===== config.mk =====
export PLATFORM = sky130hd
export DESIGN_NAME = my_shift_reg_flat
export DESIGN_NICKNAME = d
export VERILOG_FILES = /design/src/rtl/my_shift_reg_if.sv /design/src/rtl/my_shift_reg.sv /design/src/flat_wrapper.sv
export SDC_FILE = /design/constraint.sdc
export NUM_CORES = 1
export LEC_CHECK = 0
export CORE_MARGIN = 8
export CORE_UTILIZATION = 43
export CTS_CLUSTER_DIAMETER = 60
export DETAILED_ROUTE_END_ITERATION = 8
export MAX_ROUTING_LAYER = met4
export PLACE_DENSITY = 0.78
export SETUP_SLACK_MARGIN = 0.5
export SLEW_MARGIN = 20
export SYNTH_ARGS = -nofsm -noshare
export SYNTH_HDL_FRONTEND = slang
export SYNTH_SLANG_ARGS = --single-unit

===== constraint.sdc =====
create_clock -name clk -period 1.3 [get_ports clk]
set_input_delay 0.26 -clock clk [delete_from_list [all_inputs] [get_ports clk]]
set_output_delay 0.26 -clock clk [all_outputs]
set_load 0.01 [all_outputs]

===== src/rtl/my_shift_reg_if.sv =====
// Control and data bundle for my_shift_reg. The master drives commands and parallel data.
// The slave (the register) returns its contents, its serial outputs and the shift count.
interface my_shift_reg_if #(
    parameter int WIDTH = 8
);
    localparam int CNT_W = $clog2(WIDTH + 1);

    logic             clr;
    logic             en;
    logic [1:0]       mode;
    logic             si;
    logic [WIDTH-1:0] d;
    logic [WIDTH-1:0] q;
    logic             so_r;
    logic             so_l;
    logic [CNT_W-1:0] cnt;
    logic             full;

    modport master (
        output clr, en, mode, si, d,
        input  q, so_r, so_l, cnt, full
    );

    modport slave (
        input  clr, en, mode, si, d,
        output q, so_r, so_l, cnt, full
    );
endinterface


===== src/rtl/my_shift_reg.sv =====
// WIDTH-bit universal register: hold, shift right, shift left and parallel load.
// Also provides a clock enable, a synchronous clear and a saturating shift counter with a full flag.
module my_shift_reg #(
    parameter int               WIDTH       = 8,
    parameter logic [WIDTH-1:0] RESET_VALUE = {WIDTH{1'b0}}
) (
    input  logic          clk,
    input  logic          rst,
    my_shift_reg_if.slave bus
);
    localparam int               CNT_W     = $clog2(WIDTH + 1);
    localparam logic [CNT_W-1:0] CNT_MAX   = CNT_W'(WIDTH);
    localparam logic [1:0]       MODE_HOLD = 2'b00;
    localparam logic [1:0]       MODE_SHR  = 2'b01;
    localparam logic [1:0]       MODE_SHL  = 2'b10;
    localparam logic [1:0]       MODE_LOAD = 2'b11;

    logic [WIDTH-1:0] q_q;
    logic [WIDTH-1:0] q_d;
    logic [WIDTH-1:0] shr_w;
    logic [WIDTH-1:0] shl_w;
    logic [CNT_W-1:0] cnt_q;
    logic [CNT_W-1:0] cnt_d;
    logic             full_q;
    logic             full_d;
    logic             shift_w;
    logic             load_w;

    assign shift_w = bus.en && ((bus.mode == MODE_SHR) || (bus.mode == MODE_SHL));
    assign load_w  = bus.en && (bus.mode == MODE_LOAD);
    assign shr_w   = {bus.si, q_q[WIDTH-1:1]};
    assign shl_w   = {q_q[WIDTH-2:0], bus.si};

    // Per-bit next-state mux. si and d are only selected when en=1 and
    // a shift or load is requested, so unknowns on them cannot leak in otherwise.
    genvar gi;
    generate
        for (gi = 0; gi < WIDTH; gi++) begin : g_bit
            logic bit_next;

            always_comb begin
                bit_next = q_q[gi];
                if (bus.clr) begin
                    bit_next = RESET_VALUE[gi];
                end else if (bus.en) begin
                    case (bus.mode)
                        MODE_HOLD: bit_next = q_q[gi];
                        MODE_SHR:  bit_next = shr_w[gi];
                        MODE_SHL:  bit_next = shl_w[gi];
                        MODE_LOAD: bit_next = bus.d[gi];
                        default:   bit_next = q_q[gi];
                    endcase
                end
            end

            assign q_d[gi] = bit_next;
        end
    endgenerate

    // The counter counts shift operations regardless of direction and sticks at WIDTH.
    always_comb begin
        cnt_d  = cnt_q;
        full_d = full_q;
        if (bus.clr || load_w) begin
            cnt_d  = '0;
            full_d = 1'b0;
        end else if (shift_w && (cnt_q != CNT_MAX)) begin
            cnt_d  = cnt_q + 1'b1;
            full_d = (cnt_q == (CNT_MAX - 1'b1));
        end
    end

    always_ff @(posedge clk or posedge rst) begin
        if (rst) begin
            q_q    <= RESET_VALUE;
            cnt_q  <= '0;
            full_q <= 1'b0;
        end else begin
            q_q    <= q_d;
            cnt_q  <= cnt_d;
            full_q <= full_d;
        end
    end

    assign bus.q    = q_q;
    assign bus.so_r = q_q[0];
    assign bus.so_l = q_q[WIDTH-1];
    assign bus.cnt  = cnt_q;
    assign bus.full = full_q;
endmodule


===== src/flat_wrapper.sv =====
// flat-port wrapper written by rule: the top's interface ports become plain ports
module my_shift_reg_flat 
#(
    parameter int               WIDTH       = 8,
    parameter logic [WIDTH-1:0] RESET_VALUE = {WIDTH{1'b0}}
)
  (clk, rst, bus_clr, bus_en, bus_mode, bus_si, bus_d, bus_q, bus_so_r, bus_so_l, bus_cnt, bus_full);
  my_shift_reg_if #(.WIDTH(WIDTH)) bus_i ();
  input  logic clk;
  input  logic rst;
  input wire logic [$bits(bus_i.clr)-1:0] bus_clr;
  input wire logic [$bits(bus_i.en)-1:0] bus_en;
  input wire logic [$bits(bus_i.mode)-1:0] bus_mode;
  input wire logic [$bits(bus_i.si)-1:0] bus_si;
  input wire logic [$bits(bus_i.d)-1:0] bus_d;
  output wire logic [$bits(bus_i.q)-1:0] bus_q;
  output wire logic [$bits(bus_i.so_r)-1:0] bus_so_r;
  output wire logic [$bits(bus_i.so_l)-1:0] bus_so_l;
  output wire logic [$bits(bus_i.cnt)-1:0] bus_cnt;
  output wire logic [$bits(bus_i.full)-1:0] bus_full;
  assign bus_i.clr = bus_clr;
  assign bus_i.en = bus_en;
  assign bus_i.mode = bus_mode;
  assign bus_i.si = bus_si;
  assign bus_i.d = bus_d;
  assign bus_q = bus_i.q;
  assign bus_so_r = bus_i.so_r;
  assign bus_so_l = bus_i.so_l;
  assign bus_cnt = bus_i.cnt;
  assign bus_full = bus_i.full;
  my_shift_reg #(.WIDTH(WIDTH), .RESET_VALUE(RESET_VALUE)) u_core (.clk(clk), .rst(rst), .bus(bus_i));
endmodule

==> metrics.md, run 1 <==
| Metric | Value |
|---|---|
| WP data arrival | `1.46 ns` |
| Largest delay share family, worst path | `flip-flops` |
| Rel. slew slack | `82.55%` |
| XOR/XNOR Fraction of Synth Area | `0%` |
| Crit. Startpoint | `u_core.bus.cnt[0]` |
| Final period utilization | `99.26%` |
| Final nets | `169` |
| Core Box Area | `0.001745 mm2` |
| Worst-Margin Slew | `0.2617 ns` |
| Crit path kind | `flip-flop to flip-flop` |
| Pre-Repair DR Iteration Count | `4` |
| Mapped Cells | `86` |
| Max-cap viol count | `0` |
| WL per Instance | `20.90 um` |
| Filler Cell Count | `77` |
| Dominant cells by area after synthesis | `dfrtp_1 40%, ha_1 7.7%, a22oi_1 7.4%` |
| CTS tree | `done` |
| Psw | `0.3793 mW` |
| Share of cells above drive strength 1 | `58.11%` |
| Combinational share of power | `38.2%` |
| Sequential-to-total area share from yosys stat | `40.25%` |
| Outcome | `completed` |
| Worst setup EP type | `flip-flop` |
| Die width | `59.36 um` |
| Top Usage Layer GRT | `met2` |
| Final wirelength | `3615 um` |
| Pint | `0.7749 mW` |
| Switching part of the total | `32.86%` |
| Sequential share of power | `38.2%` |
| Post-DRT Antenna Nets | `0` |
| Met3 Usage GRT | `3.688%` |
| Die area | `0.003523 mm2` |
| Post-Synth Adder-Cell Area | `7.740%` |
| Hold Crit Class | `primary input to asynchronous set/reset pin` |
| Worst-case reg-to-reg path depth | `6` |
| Avg Cell Area, Syn | `9.399 um2` |
| Clock root cell | `clkbuf_4` |
| CTS Sinks | `13` |
| Post-synthesis net count | `106` |
| Peak supply drop | `0.5665 mV` |
| FMAX | `0.7749 GHz` |
| Number of core rows | `15` |
| Initial drt markers | `36` |
| Clock share of power | `23.6%` |
| Via count | `1004` |
| CP peak stage delay | `0.38 ns` |
| Hold Slack | `0.2941 ns` |
| Clk pin slew, worst setup/hold paths | `0.09 ns` |
| Antenna Cells | `0` |
| RSZ-0062 raised after global routing | `true` |
| Via-per-instance ratio | `5.803` |
| Instance count on the critical path | `6` |
| Final Core Density | `88.89%` |
| Syn-to-layout area delta | `91.95%` |
| Met1 Track Usage GR | `20.42%` |
| Total Power | `1.154 mW` |
| Main combinational cell family by area after synthesis | `compound AO/OA/AOI/OAI gates` |
| Largest net degree at the start of global routing | `14` |
| CTS Buf Count | `3` |
| FF+latch area | `325.3 um2` |
| Number of synthesized register bits | `13` |
| Met2 Track Usage GR | `33.13%` |
| Gr usage total | `19.76%` |
| Post-synth top area cell | `dfrtp_1` |
| Hpwl dp | `1738 um` |
| Crit path max fanout | `4` |
| Overflow after GRT | `0` |
| Final Skew | `0.006355 ns` |
| Clk_lat worst skew | `0.30 ns` |
| CTS max path bufs | `2` |
| CP cell instances | `buf_6, inv_4, ha_4, and3b_2, o21ai_1, a21oi_1` |
| Synth warnings | `0` |
| DRC | `0` |
| Yosys top cell area share | `40.25%` |
| Leak | `0.6905 nW` |
| Initial antenna violation count | `0` |
| Max-slew violations | `0` |
| Critical path launch point type | `flip-flop` |
| WP buf/inv | `2` |
| Critical Path RT | `1.47 ns` |
| Post-synthesis mux area share | `0%` |
| Starting density of the core | `46.31%` |
| Post-synthesis cell area | `808.3 um2` |
| Final setup vio count | `0` |
| Port Buffers | `29` |
| Compound-cell area share of the yosys netlist | `24.15%` |
| Slowest CP cell | `dfrtp_1` |
| RR Startpoint | `u_core.bus.cnt[0]` |
| Routability cong. | `0.8173` |
| Synth Area in Simple Gates | `18.89%` |
| Multi-input gate area | `558.0 um2` |
| Power density cells | `743.9 mW/mm2` |
| First-pass GRT wire length | `5071 um` |
| Fin. Hold Viols | `0` |
| Die Y | `59.36 um` |
| Fin crit period | `1.290 ns` |
| Vias in the first global route | `1057` |
| I/O pin count | `30` |
| Synth unique cells | `24` |
| H-tree depth | `1` |
## per-stage QoR
stage	worst slack (ns)	cells	area (um2)	TNS, ns
CTS	0.09692	170	1454	0
finish	0.009588	173	1551	0
global placement	-0.5617	152	1291	-6.722
global route	-0.02671	173	1551	-0.08026
floorplan	0.1624	86	892.1	0
detailed placement	-0.6721	152	1291	-7.509
## flip-flops by register name, indices dropped and copies added (netlist names)
signal / cells
u_core.bus.q: 8
u_core.bus.cnt: 4
u_core.bus.full: 1
## layer usage
| layer | routed length, um | vias up |
|---|---|---|
| li1 | - | 439 |
| met1 | 1395 | 479 |
| met2 | 1799 | 68 |
| met3 | 198 | 18 |
| met4 | 221 | 0 |
| met5 | 0 | - |
## power by group through the flow
stage	Clock (mW)	Combinational [mW]	Sequential (mW)
after detailed placement	0	0.320	0.450
after CTS	0.279	0.375	0.439
after floorplan	0	0.142	0.465
final	0.272	0.441	0.441
after global routing	0.295	0.464	0.443
after global placement	0	0.315	0.450
## synthesized netlist by cell type
master / n
a21o_1: 1
buf_8: 1
nand3b_1: 1
nor2_1: 8
a311oi_2: 2
dfrtp_1: 13
and2b_1: 1
or3_1: 1
a311oi_1: 6
buf_4: 2
and3b_1: 1
nand3_1: 4
nor2_4: 1
nand2_1: 10
inv_1: 5
buf_2: 1
o21ai_0: 4
nand4b_1: 2
a22oi_1: 8
a21oi_1: 5
and2_1: 1
buf_6: 1
clkbuf_1: 2
ha_1: 5
## layout by cell type (no fill, tap or decap), types with 2 or more instances in the layout
master / n
a21oi_2: 2
nand3_1: 4
dfrtp_1: 13
a22oi_1: 8
nand4b_1: 2
clkbuf_4: 3
buf_2: 12
nor2_4: 3
ha_4: 5
clkdlybuf4s50_1: 11
buf_6: 12
nand2_1: 9
nor2_2: 3
o21ai_2: 2
buf_4: 26
nor2_1: 3
a311oi_2: 8
a21oi_1: 3
## worst min-delay path: cells and delay by family
| kind | cells | cell delay [ns] |
|---|---|---|
| buffers and inverters | 3 | 0.69 |
## final cells by class
| class | count | share of cell area, % |
|---|---|---|
| Sequential cell | 13 | 20.97 |
| Clock buffer | 4 | 1.694 |
| Timing Repair Buffer | 65 | 36.69 |
| Multi-Input combinational cell | 61 | 35.97 |
| Tap cell | 25 | 2.016 |
| Inverter | 5 | 2.661 |
## timing repair
item / in CTS / in global routing
setup endpoints to repair: 28 / 28
cloned: 1 / 0
gates resized for setup: 93 / 17
pin swaps: 14 / 11
setup buffers: 13 / 3
hold buffers: 0 / 0
## logic make-up after synthesis
family          after synthesis
simple gates                 30
flops                        13
buf+inv                      12
compound gates               26
fa+ha+maj                     5
## final timing paths
check | end | slack (ns)
min reg2reg | u_core.bus.cnt[1] | 0.69
min | u_core.bus.q[0] | 0.29
max | u_core.bus.full | 0.01
max in group asynchronous | u_core.bus.cnt[1] | 0.84
max reg2reg | u_core.bus.full | 0.01
min in group clk | u_core.bus.cnt[2] | 0.59
Note: power is estimated with default switching activity, not from simulation.
==> inputs of run 2 (changes only) <==
- SETUP_SLACK_MARGIN: 0.5 -> not set
==> run 2 against run 1 <==
Net effect:
- count of clock-buffer cells in the layout stayed put
- final cell count is 11% lower
- combinational power is 38% lower
- first-iteration DRC count is 69% lower
- sequential share of layout area is 5.2 points higher
- global-route usage is 6.3 points lower
- worst setup slack better by 0.021 ns
- total power is 16% lower
- routed wire length is 38% lower
- register-to-register slack better by 0.02 ns
==> metrics.md, run 2 (synthesized netlist as in run 1, its figures left out) <==
| Metric | Value |
|---|---|
| Outcome | `completed` |
| Slowest CP cell | `dfrtp_1` |
| H-tree depth | `1 (unchanged)` |
| CTS Buf Count | `3 (unchanged)` |
| Multi-input gate area | `442.9 um2 (-21%)` |
| WL per Instance | `14.51 um (-31%)` |
| Max-slew violations | `0 (unchanged)` |
| Clock root cell | `clkbuf_4` |
| CTS max path bufs | `2 (unchanged)` |
| Filler Cell Count | `156 (+100%)` |
| Final setup vio count | `0 (unchanged)` |
| Worst setup EP type | `flip-flop` |
| Max reg flops | `8 (unchanged)` |
| Final Skew | `0.007543 ns (+0.001188 ns)` |
| Hold Crit Class | `primary input to asynchronous set/reset pin` |
| Initial drt markers | `11 (-69%)` |
| Max-cap viol count | `0 (unchanged)` |
| Largest net degree at the start of global routing | `14 (unchanged)` |
| Peak supply drop | `0.6498 mV (+15%)` |
| Via count | `819 (-18%)` |
| Core Box Area | `0.001745 mm2 (unchanged)` |
| CTS tree | `done` |
| Critical path launch point type | `flip-flop` |
| Routability cong. | `0.8529 (+4.4%)` |
| Largest delay share family, worst path | `flip-flops` |
| Critical Path RT | `1.45 ns (-0.02 ns)` |
| Rel. slew slack | `83.72% (+1.2 points)` |
| Die width | `59.36 um (unchanged)` |
| Final period utilization | `97.63% (-1.6 points)` |
| Fin. Hold Viols | `0 (unchanged)` |
| CTS Sinks | `13 (unchanged)` |
| Crit path max fanout | `4 (unchanged)` |
| Hold-fix buffers at CTS | `0 (unchanged)` |
| Port Buffers | `29 (unchanged)` |
| Total Power | `0.9692 mW (-16%)` |
| Clk_lat worst skew | `0.27 ns (-0.03 ns)` |
| Syn-to-layout area delta | `53.72%` |
| Dpl cell area | `0.001189 mm2 (-7.9%)` |
| Power density cells | `780.1 mW/mm2 (+4.9%)` |
| Leak | `0.5912 nW (-14%)` |
| Starting density of the core | `46.31% (unchanged)` |
| Final nets | `150 (-11%)` |
| WP buf/inv | `2 (unchanged)` |
| Setup TNS | `0 ns (unchanged)` |
| FMAX | `0.7879 GHz (+1.7%)` |
| Final wirelength | `2234 um (-38%)` |
| I/O pin count | `30 (unchanged)` |
| Clk pin slew, worst setup/hold paths | `0.09 ns (about the same)` |
| Final Core Density | `71.18% (-18 points)` |
| FF+latch area | `325.3 um2 (unchanged)` |
| WP data arrival | `1.42 ns (-0.04 ns)` |
| Via-per-instance ratio | `5.318 (-8.4%)` |
| Most common cell after layout, fill and taps aside | `buf_4` |
| Die area | `0.003523 mm2 (unchanged)` |
| DRC | `0 (unchanged)` |
| Number of core rows | `15 (unchanged)` |
| First-pass GRT wire length | `3594 um (-29%)` |
| RSZ-0062 raised after global routing | `true` |
| Crit path kind | `flip-flop to flip-flop` |
| Worst-Margin Slew | `0.2435 ns (-0.01822 ns)` |
| Post-route design area | `0.001242 mm2 (-20%)` |
| Initial antenna violation count | `0 (unchanged)` |
| Most frequent cells in the layout | `17 x buf_4, 16 x dlygate4sd2_1, 13 x dfrtp_1` |
| Hold Slack | `0.2913 ns (-0.002793 ns)` |
| Die Y | `59.36 um (unchanged)` |
| CP peak stage delay | `0.37 ns (about the same)` |
| Share of cells above drive strength 1 | `24.03% (-34 points)` |
| Antenna Cells | `0 (unchanged)` |
| Pre-Repair DR Iteration Count | `4 (unchanged)` |
| Hpwl dp | `1700 um (-2.2%)` |
| Overflow after GRT | `0 (unchanged)` |
| CP cell instances | `buf_4, inv_4, ha_4, and3b_2, o21ai_1, a21oi_1` |
| Post-DRT Antenna Nets | `0 (unchanged)` |
| Vias in the first global route | `797 (-25%)` |
| Fin crit period | `1.269 ns (-0.02122 ns)` |
| Gr usage total | `13.49% (-6.3 points)` |
-- run 2: worst register-to-register path: stages (launching register included) --
cell	delay, ns
dfrtp_1	0.37
buf_4	0.15
inv_4	0.04
ha_4	0.15
and3b_2	0.22
o21ai_1	0.14
a21oi_1	0.08
-- run 2: report_power, final --
part           total [mW]  switching, mW  leakage, nW  internal [mW]
Sequential          0.443         0.0173        0.175          0.426
Combinational       0.275          0.132        0.401          0.143
Clock               0.251          0.132       0.0150          0.119
Total               0.969          0.282        0.591          0.688
-- run 2: path summary, 6_finish.rpt --
check | start | slack (ns) | end | cells after the start
max in group asynchronous | rst | 0.83 | u_core.bus.q[1] | 3
hold / removal | rst | 0.29 | u_core.bus.q[0] | 3
hold reg to reg | u_core.bus.full | 0.56 | u_core.bus.full | 2
min in group clk | bus_en | 0.45 | u_core.bus.cnt[3] | 4
setup / recovery | u_core.bus.cnt[0] | 0.03 | u_core.bus.cnt[0] | 6
setup reg to reg | u_core.bus.cnt[0] | 0.03 | u_core.bus.cnt[0] | 6
-- run 2: through the flow --
stage / worst slack [ns] / std cells
floorplan: 0.05347 / 86
global placement: -0.4491 / 148
detailed placement: -0.4883 / 148
CTS: 0.006686 / 153
global route: -0.01841 / 154
finish: 0.03081 / 154
-- run 2: timing repair --
item                                    CTS  global route
setup buffers                             1             1
hold endpoints to repair                  0             0
endpoints found under the setup margin   28            13
pin swaps                                 2             3
resized for setup                        22            11
-- run 2: cell type report --
type	instances	share of cell area (%)
multi-input cells	61	35.65
repair buffers	46	31.82
flip-flops and latches	13	26.18
well taps	25	2.518
clock buffers	4	2.115
inverters	5	1.712
-- run 2: layer usage --
| metal | GRT usage [%] | vias to the layer above | wire [um] |
|---|---|---|---|
| met5 | - | - | 0 |
| li1 | - | 398 | - |
| met3 | 2.820 | 2 | 105 |
| met4 | 7.167 | 0 | 27 |
| met2 | 20.18 | 21 | 1054 |
| met1 | 16.54 | 398 | 1048 |
==> inputs of run 3 (changes only) <==
- CTS_CLUSTER_DIAMETER: 60 -> 100
- TNS_END_PERCENT: not set -> 5
==> run 3 against run 2 <==
Net effect:
- non-clock buffer count stayed put
- count of clock-buffer cells in the layout unchanged
- largest power group unchanged
- routed wire length grew 0.54%
- sequential cell count is the same
- final cell count is the same
- critical path type unchanged
- first-iteration DRC count is the same
- highest routed layer unchanged
- critical endpoint unchanged
- worst setup slack improved by 0.00084 ns
- sequential share of layout area unchanged
- via count is 0.61% higher
- hold slack got worse by 0.0013 ns
- sequential power hardly changed
- global-route usage rose by 0.14 points
==> metrics.md, run 3 (synthesized netlist as in run 1, its figures left out) <==
| Metric | Value |
|---|---|
| Outcome | `completed` |
| Leak | `0.5805 nW (-1.8%)` |
| CTS tree | `done` |
| Core Box Area | `0.001745 mm2 (unchanged)` |
| Port Buffers | `29 (unchanged)` |
| Die Y | `59.36 um (unchanged)` |
| Post-DRT Antenna Nets | `0 (unchanged)` |
| Critical Path RT | `1.46 ns (about the same)` |
| Clk pin slew, worst setup/hold paths | `0.09 ns (about the same)` |
| CTS Sinks | `13 (unchanged)` |
| Max-slew violations | `0 (unchanged)` |
| Most common cell after layout, fill and taps aside | `buf_4` |
| FMAX | `0.7884 GHz (about the same)` |
| Syn-to-layout area delta | `53.72% (unchanged)` |
| Most frequent cells in the layout | `17 x buf_4, 16 x dlygate4sd2_1, 13 x dfrtp_1` |
| CTS Buf Count | `3 (unchanged)` |
| CP cell instances | `buf_4, inv_4, ha_4, and3b_2, o21ai_1, a21oi_1` |
| Rel. slew slack | `83.71% (about the same)` |
| Max reg flops | `8 (unchanged)` |
| Placed Instances | `148 (unchanged)` |
| Final wirelength | `2246 um (+0.54%)` |
| DRC | `0 (unchanged)` |
| Peak supply drop | `0.6509 mV (+0.18%)` |
| Pre-Repair DR Iteration Count | `4 (unchanged)` |
| I/O pin count | `30 (unchanged)` |
| Gr usage total | `13.63% (+0.14 points)` |
| Clock root cell | `clkbuf_4` |
| RSZ-0062 raised after global routing | `true` |
| Final Core Density | `71.18% (unchanged)` |
| Starting density of the core | `46.31% (unchanged)` |
| Slowest CP cell | `dfrtp_1` |
| Setup TNS | `0 ns (unchanged)` |
| Initial antenna violation count | `0 (unchanged)` |
| Overflow after GRT | `0 (unchanged)` |
| WL per Instance | `14.58 um (+0.54%)` |
| Hold Crit Class | `primary input to asynchronous set/reset pin` |
| WP data arrival | `1.42 ns (about the same)` |
| Routability cong. | `0.8529 (unchanged)` |
| Final Instance Count excl. Fillers | `154 (unchanged)` |
| Initial drt markers | `11 (unchanged)` |
| Antenna Cells | `0 (unchanged)` |
| FF+latch area | `325.3 um2 (unchanged)` |
| Die width | `59.36 um (unchanged)` |
| Pre-CTS setup slack | `-0.4883 ns (unchanged)` |
| Largest net degree at the start of global routing | `14 (unchanged)` |
| Number of core rows | `15 (unchanged)` |
| Crit. Startpoint | `u_core.bus.cnt[0]` |
| Fin crit period | `1.268 ns (-0.0008361 ns)` |
| CTS max path bufs | `2 (unchanged)` |
| Filler Cell Count | `156 (unchanged)` |
| Share of cells above drive strength 1 | `24.81% (+0.78 points)` |
| Fin. Hold Viols | `0 (unchanged)` |
| First-pass GRT wire length | `3636 um (+1.2%)` |
| Power density cells | `782.7 mW/mm2 (+0.34%)` |
| R2R Setup Slk | `0.03 ns (about the same)` |
| Crit path kind | `flip-flop to flip-flop` |
| RR Startpoint | `u_core.bus.cnt[0]` |
| Hpwl dp | `1700 um (unchanged)` |
| Final Skew | `0.008566 ns (+0.001023 ns)` |
| CP peak stage delay | `0.37 ns (about the same)` |
| Multi-input gate area | `445.4 um2 (+0.56%)` |
| Via count | `824 (+0.61%)` |
| Max-cap viol count | `0 (unchanged)` |
| Final nets | `150 (unchanged)` |
| Vias in the first global route | `803 (+0.75%)` |
| Setup slack after layout | `0.03165 ns (+0.0008361 ns)` |
| Total Power | `0.9725 mW (+0.34%)` |
| H-tree depth | `1 (unchanged)` |
| Final period utilization | `97.57% (about the same)` |
| Crit path max fanout | `4 (unchanged)` |
| Worst-Margin Slew | `0.2427 ns (-0.0007367 ns)` |
| Clk_lat worst skew | `0.27 ns (about the same)` |
| Die area | `0.003523 mm2 (unchanged)` |
| Via-per-instance ratio | `5.351 (+0.61%)` |
| Final setup vio count | `0 (unchanged)` |
| Critical path launch point type | `flip-flop` |
| Worst setup EP type | `flip-flop` |
==> run 3: changes by cell type in the layout (fill, tap and decap cells not counted), sizes merged <==
cell and change:
clkdlybuf4s50 +1, dlymetal6s2s -1
==> run 3: area by class of cell <==
type,instances,share of cell area (%)
Clock buffer,4,2.115
Tap cell,25,2.518
Timing Repair Buffer,46,31.62
Multi-Input combinational cell,61,35.85
Inverter,5,1.712
Sequential cell,13,26.18
==> run 3: repair_timing <==
action / CTS / global route
pin swaps: 3 / 3
hold buffers: 0 / 0
setup endpoints to repair: 28 / 5
gates resized for setup: 24 / 9
gates cloned: 0 / 0
buffers inserted: 1 / 1
==> run 3: worst paths after layout <==
| kind | end | depth (start not counted) |
|---|---|---|
| setup / recovery | u_core.bus.cnt[0] | 6 |
| hold / removal | u_core.bus.q[0] | 3 |
| setup reg to reg | u_core.bus.cnt[0] | 6 |
| hold reg to reg | u_core.bus.full | 2 |
| max in group asynchronous | u_core.bus.q[1] | 3 |
| min in group clk | u_core.bus.full | 2 |
==> run 3: routing by layer <==
layer	wire length, um	track usage, %	vias up	share of wire, %
met5	0	-	-	0
met4	27	7.167	0	1.2
met3	114	2.820	2	5.1
met2	1063	20.34	21	47
met1	1040	16.79	403	46
li1	-	-	398	-
==> run 3: through the flow <==
step | instance area, um2 | hold WS [ns]
2_1_floorplan | 808.3 | 0.1370
3_3_place_gp | 1189 | 0.5375
3_5_place_dp | 1189 | 0.5424
4_1_cts | 1222 | 0.2856
5_1_grt | 1242 | 0.3071
6_report | 1242 | 0.2900
==> run 3: report_power, final <==
group          switching [mW]  internal, mW  leakage [nW]
Combinational           0.133         0.144         0.390
Sequential             0.0172         0.426         0.175
Clock                   0.134         0.119        0.0150
Total                   0.284         0.688         0.580
==> run 3: critical path: cells and delay by family (launching register included) <==
kind / cells / cell delay, ns
DFF: 1 / 0.37
AOI/OAI and AO/OA: 2 / 0.22
and+or+nand+nor: 1 / 0.22
buffers and inverters: 2 / 0.19
adders and majority gates: 1 / 0.15
